File: src/rtl/halt_mem_dumper_pkg.sv
// Shared processor definitions used by the post-halt memory dumper.
package halt_mem_dumper_pkg;

  // HALT opcode, also decoded by the core's instruction decoder
  localparam logic [5:0] HALT_OPCODE = 6'h11;

  // Dump sequencer states
  typedef enum logic [2:0] {
    IDLE,
    REQ,
    CAP,
    OUT,
    DONE
  } dump_state_e;

endpackage

File: src/rtl/halt_mem_dumper.sv
// Post-halt data-memory dumper: walks a word window of data memory through
// a synchronous read port and streams (addr, data, last) over valid/ready.
module halt_mem_dumper
  import halt_mem_dumper_pkg::*;
#(
  parameter int ADDR_WIDTH = 10,
  parameter int DATA_WIDTH = 32,
  parameter int BASE_ADDR  = 0,
  parameter int WORD_COUNT = 1024
) (
  input  logic                  clk,
  input  logic                  reset,
  input  logic                  halt,
  output logic                  mem_ren,
  output logic [ADDR_WIDTH-1:0] mem_raddr,
  input  logic [DATA_WIDTH-1:0] mem_rdata,
  output logic                  dump_valid,
  input  logic                  dump_ready,
  output logic [ADDR_WIDTH-1:0] dump_addr,
  output logic [DATA_WIDTH-1:0] dump_data,
  output logic                  dump_last,
  output logic                  busy,
  output logic                  done
);

  // One extra index bit so WORD_COUNT == 2**ADDR_WIDTH is representable
  localparam int IW = ADDR_WIDTH + 1;
  localparam logic [IW-1:0]         LAST_IDX = IW'(WORD_COUNT - 1);
  localparam logic [ADDR_WIDTH-1:0] BASE     = ADDR_WIDTH'(BASE_ADDR);

  dump_state_e   state;
  logic [IW-1:0] idx;

  // Sequencer: IDLE -> (REQ -> CAP -> OUT)* -> DONE, all outputs registered.
  // mem_raddr steps by one per word, so wrap past the top of memory falls
  // out of the modulo add naturally and it doubles as the captured address.
  always_ff @(posedge clk or negedge reset) begin
    if (!reset) begin
      state      <= IDLE;
      idx        <= '0;
      mem_ren    <= 1'b0;
      mem_raddr  <= '0;
      dump_valid <= 1'b0;
      dump_addr  <= '0;
      dump_data  <= '0;
      dump_last  <= 1'b0;
      busy       <= 1'b0;
      done       <= 1'b0;
    end else begin
      case (state)
        IDLE: begin
          if (halt) begin
            state     <= REQ;
            idx       <= '0;
            mem_ren   <= 1'b1;
            mem_raddr <= BASE;
            busy      <= 1'b1;
          end
        end
        REQ: begin
          mem_ren <= 1'b0;
          state   <= CAP;
        end
        CAP: begin
          dump_data  <= mem_rdata;
          dump_addr  <= mem_raddr;
          dump_last  <= (idx == LAST_IDX);
          dump_valid <= 1'b1;
          state      <= OUT;
        end
        OUT: begin
          // hold the presented word until the consumer takes it
          if (dump_ready) begin
            dump_valid <= 1'b0;
            if (dump_last) begin
              state <= DONE;
              busy  <= 1'b0;
              done  <= 1'b1;
            end else begin
              idx       <= idx + IW'(1);
              mem_ren   <= 1'b1;
              mem_raddr <= mem_raddr + ADDR_WIDTH'(1);
              state     <= REQ;
            end
          end
        end
        DONE: begin
          // terminal until reset; halt is ignored here
        end
        default: state <= IDLE;
      endcase
    end
  end

endmodule

File: config.mk
export PLATFORM = sky130hd
export DESIGN_NAME = halt_mem_dumper
export DESIGN_NICKNAME = d
export VERILOG_FILES = /design/src/rtl/halt_mem_dumper_pkg.sv /design/src/rtl/halt_mem_dumper.sv
export SDC_FILE = /design/constraint.sdc
export NUM_CORES = 1
export LEC_CHECK = 0
export CORE_MARGIN = 2
export CORE_UTILIZATION = 50
export CTS_BUF_LIST = sky130_fd_sc_hd__clkbuf_8 sky130_fd_sc_hd__clkbuf_16
export DETAILED_ROUTE_END_ITERATION = 10
export PLACE_DENSITY = 0.85
export SYNTH_ARGS = -nofsm -noshare
export SYNTH_HDL_FRONTEND = slang
export SYNTH_SLANG_ARGS = --single-unit
File: constraint.sdc
create_clock -name clk -period 3.9 [get_ports clk]
set_clock_uncertainty 0.2 [all_clocks]
set_input_delay 0.78 -clock clk [delete_from_list [all_inputs] [get_ports clk]]
set_output_delay 0.78 -clock clk [all_outputs]
set_load 0.02 [all_outputs]
; Yosys cells after proc, flatten, opt, wreduce, memory -nomap -nowiden
; Cells that the tools add are included.
[op_classes]
n_addsub = 2
n_eq_ne = 9
mux = 21
bitwise = 1
n_reduce_logical = 10
[op_table]
columns = cell, count
row1 = $mux 11, 3
row2 = $mux 10, 3
row3 = $pmux 11 s2, 1
row4 = $pmux 10 s2, 1
row5 = $pmux 3 s5, 1
row6 = $reduce_and 4->1, 3
row7 = $add 11x1->11 const B, 1
row8 = $eq 11x10->1 const B, 1
row9 = $add 10x1->10 const B, 1
row10 = $mux 3, 3
row11 = $ne 2x2->1 const B, 4
row12 = $eq 3x2->1 const B, 2
row13 = $mux 1, 6
row14 = $reduce_and 3->1, 2
row15 = $pmux 1 s2, 2
row16 = $reduce_bool 2->1, 2
row17 = $eq 3x1->1 const B, 1
row18 = $eq 3x3->1 const B, 1
row19 = $logic_not 3->1, 1
row20 = $pmux 1 s3, 1
row21 = $reduce_bool 3->1, 1
row22 = $reduce_and 2->1, 1
row23 = $not 1->1, 1
[word_totals]
reg_bits = 71
inputBits = 36
out_inout_bits = 57

; Depth between registers and ports, before layout
[logic_depth]
depth_word = 4
ltp_mapped = 7
mapped_depth_nobuf = 5

; Worst setup path before layout
; No wires, ideal clock.
[synth_timing]
path_kind = in2reg
start = in halt
end = reg mem_raddr[8]
setup_time_ns = 0.078
t_arrival_ns = 2.123
path_slack_ns = 1.499
path_stages = 5
cell_sequence = or3b_4 -> a21o_1 -> buf_6 -> or4_1 -> a21oi_1
[synth_between]
elab_chain_len = 2
[synth_rtl]
columns = item, line_no
row1 = from (decl), halt_mem_dumper.sv:13  ; input logic halt,
row2 = $ne 2x2->1 (no source line), n/a
row3 = $reduce_and 4->1 (no source line), n/a
row4 = to (signal assigned), halt_mem_dumper.sv:82  ; mem_raddr <= mem_raddr + ADDR_WIDTH'(1);
row5 = to (decl), halt_mem_dumper.sv:15  ; output logic [ADDR_WIDTH-1:0] mem_raddr,
; No other way between the ends.
; A chain may end at the register's enable or synchronous reset.

; Worst setup path in the final report
[layout_timing]
start = in halt
end = reg mem_raddr[6]
; The elaborated chain is that of the path after synthesis.

==> flow_summary.rst <==
.. list-table::
   :header-rows: 1

   * - Metric
     - Value
   * - Outcome
     - complete, no violations
   * - Standard cell with the maximum stage delay on the critical path
     - or4_1
   * - Category of the critical setup timing path
     - input pin to register
   * - Number of levels in the clock H-tree
     - 3
   * - Clock input transition at the sequential cells of the worst setup and hold paths
     - 0.07 ns
   * - Maxcap violations
     - 0
   * - Final net count
     - 460
   * - Layout cells sized above 1
     - 0.0587
   * - Iter 0 DRT Violations
     - 205
   * - Layout overhead on the synthesized area
     - 40.3%
   * - Grt met2 use
     - 0.390
   * - TritonCTS clock tree
     - built
   * - Syn avg cell area
     - 9.11 µm²
   * - Remaining routing DRC violations
     - 0
   * - Number of global-route vias before repair
     - between 2000 and 3000
   * - DPL Wire Length
     - 5.22 mm
   * - Required time of the critical path
     - 3.96 ns
   * - Buffer type at the clock tree root
     - clkbuf_8
   * - Post-route ant nets
     - 0
   * - Number of antenna violations at the first check in global routing
     - 0
   * - Hold Fails Final Rpt
     - 0
   * - Routability Congestion
     - 0.820
   * - Worst-case clock buffer depth
     - 2
   * - Reg-to-reg setup timing slack
     - between 1 and 1.5 ns
   * - Worst slew margin relative to its limit
     - 0.499
   * - Cts hold-fix bufs
     - 0
   * - Leading area contributor after synthesis
     - dfrtp_1
   * - Count of mapped cells out of synthesis
     - 331
   * - Total wire length
     - 7.65 mm
   * - Areal power density over the cells
     - roughly 800 nW/µm²
   * - Setup violations, final
     - 0
   * - RSZ-0062 raised after global routing
     - no
   * - Area of the core region
     - 5890 µm²
   * - Clock Latency Late Sink
     - 0.34 ns
   * - Drt wl/cell
     - 15.3 µm
   * - Busiest metal layer after global routing
     - met2
   * - Dominant cells by area after synthesis
     - dfrtp_1 (59%), nand2_1 (18%), o21ai_0 (2.5%), nor2_1 (1.9%), clkbuf_1 (1.7%)
   * - Proportion of synthesized chip area in sequential cells
     - 0.589
   * - DRT Pass-1 Iters
     - 4
   * - Top-level I/O count
     - 93
   * - Post-Route Setup TNS
     - 0 ns
   * - Cells resized by post-CTS repair
     - 0
   * - Final setup margin
     - approximately 1.1 ns
   * - Kind of launch point of the worst setup path
     - input pin
   * - Final-report max-slew violation count
     - 0
   * - Vias per cell
     - between 5 and 6
   * - Static leakage
     - 2.00 nW
   * - Die width
     - around 82 µm
   * - Post-Synthesis Cell Area
     - 3010 µm²
   * - Fin crit period
     - 2.83 ns
   * - CP Launch Point
     - halt
   * - Count of buffers inserted at the top-level ports
     - 92
   * - First-pass GRT wire length
     - roughly 12 mm
   * - Biggest fanout along the worst timing path
     - 22
   * - Final worst path period share
     - 0.725
   * - Effective utilization at floorplan
     - 0.512
   * - GRT met1 Usage
     - 0.300
   * - Count of distinct cell types in the synthesized netlist
     - 36
   * - Sequence of cells on the critical path
     - clkdlybuf4s50_1, or3b_4, a21o_1, or4_1, a21oi_1
   * - Slew of the pin with the lowest slew margin
     - between 0.7 and 0.8 ns
   * - Post-CTS setup-driven buffer insertion count
     - 0
   * - Flip-flop and latch count after synthesis
     - 71
   * - Clock Sinks
     - 71
   * - Reg-to-reg startpoint
     - state[1]
   * - Standard-cell rows
     - 28
   * - Largest net degree at the start of global routing
     - 50
   * - FMAX
     - between 300 and 400 MHz
   * - Count of vias placed by the detailed router
     - between 2000 and 3000
   * - Slowest Stage Delay on Critical Path
     - 0.59 ns
   * - Setup crit end kind
     - register
   * - Worst IR Drop VDD
     - 0.000476 V
   * - Remaining global-route overflow
     - 0
   * - Critical path data arrival time
     - 2.89 ns
   * - Nets in the synthesized netlist
     - 369
   * - TritonCTS Buffers
     - 9
   * - Warnings from Yosys
     - 0
   * - Tot GR Track Use
     - 0.240
   * - Antenna diode count
     - 0
   * - Area share of the largest cell type after synthesis
     - 0.589
   * - Chip Height
     - 81.6 µm
   * - Total die area
     - 6670 µm²
   * - Global routing met3 resource utilization
     - 0.0473
   * - Worst hold-check path type
     - input pin to async pin
   * - Pre-CTS setup slack
     - 0.750 ns
-- cell usage in the layout, fill, tap and decap left out, types with 2 or more instances in the layout --
cell,netlist,routed
inv_1,2,2
clkdlybuf4s50_1,0,91
a21o_1,2,2
ha_1,2,2
dfrtp_1,71,71
xnor2_1,3,3
o21ai_0,15,15
a21oi_1,6,6
o31ai_1,6,6
and3_1,4,4
nand2_1,147,147
buf_4,0,4
bufinv_16,0,3
nor2_1,15,15
nand4b_1,2,2
or4_1,5,5
or3_1,2,2
nand3_1,5,5
a31oi_1,6,6
nand4_1,4,4
a41o_1,3,3
clkbuf_8,0,10
-- cell usage after synthesis (all sizes together) --
| master | n |
|---|---|
| a211oi | 1 |
| inv | 2 |
| clkbuf | 14 |
| a41o | 3 |
| a22oi | 1 |
| ha | 2 |
| nand3 | 5 |
| and2 | 1 |
| nand3b | 1 |
| xnor2 | 3 |
| o21ai | 15 |
| a2111oi | 1 |
| a31oi | 6 |
| nand4 | 4 |
| nor3 | 1 |
| or4 | 5 |
| o31ai | 6 |
| dfrtp | 71 |
| o211ai | 1 |
| or4b | 1 |
| nor3b | 1 |
| a2bb2oi | 1 |
| nor2 | 15 |
| a22o | 1 |
| or2 | 1 |
| nand4b | 2 |
| a21o | 2 |
| and3 | 4 |
| nor4b | 1 |
| buf | 2 |
| or3b | 2 |
| or3 | 2 |
| nand2 | 147 |
| a21oi | 6 |
-- flip-flops by register name (all words and copies together) (netlist names) --
name,flops
dump_data,32
idx,11
dump_addr,10
mem_raddr,10
state,3
busy,1
done,1
dump_last,1
dump_valid,1
mem_ren,1
-- power by group --
group	switching [mW]	internal, mW	leakage, nW
clock network	0.271	0.440	0.119
registers	0.221	1.00	0.911
logic	0.818	0.613	0.975
-- critical path: cells and delay by family --
kind / cells / cell delay [ns]
buf+inv: 1 / 0.51
simple gates: 2 / 1.01
compound gates: 2 / 0.58
-- per-layer routing --
metal | vias to the layer above | routed length (µm) | share of wire
met5 | - | 0 | 0
met3 | 22 | 449 | 0.059
li1 | 1286 | - | -
met1 | 1329 | 3150 | 0.41
met2 | 109 | 3820 | 0.50
met4 | 0 | 228 | 0.030
-- stage by stage --
step / area (µm²) / hold WS, ns / cells / power (mW) / utilization
final: 4230 / 0.202 / 501 / 3.36 / 0.719
after floorplan: 3010 / 0.245 / 331 / 2.00 / -
after global placement: 3990 / 0.257 / 486 / 2.61 / 0.677
after global routing: 4230 / 0.225 / 501 / 3.58 / 0.719
after CTS: 4230 / 0.209 / 501 / 3.39 / 0.719
after detailed placement: 3990 / 0.258 / 486 / 2.66 / 0.677
-- final cells by class --
type                    instances  area [µm²]
clock buffers                  10         138
clock inverters                 5         106
fillers                       440        1660
inverters                       2        7.51
multi-input cells             242        1160
flip-flops and latches         71        1780
well taps                      75        93.8
repair buffers                 96         946
-- worst paths after layout --
kind	cells past startpoint	endpoint
hold / removal	1	idx[1]
setup / recovery	5	mem_raddr[6]
setup reg to reg	4	mem_raddr[6]
hold reg to reg	2	dump_data[3]
max in group asynchronous	2	dump_data[16]
min in group clk	2	dump_data[3]
-- kinds of logic after synthesis --
logic type,share of synthesized area
fa+ha+maj,0.00830
compound gates,0.0955
flops,0.589
simple gates,0.273
buf+inv,0.0253
xor+xnor,0.00872
No activity file was read; power rests on OpenSTA's default activity.
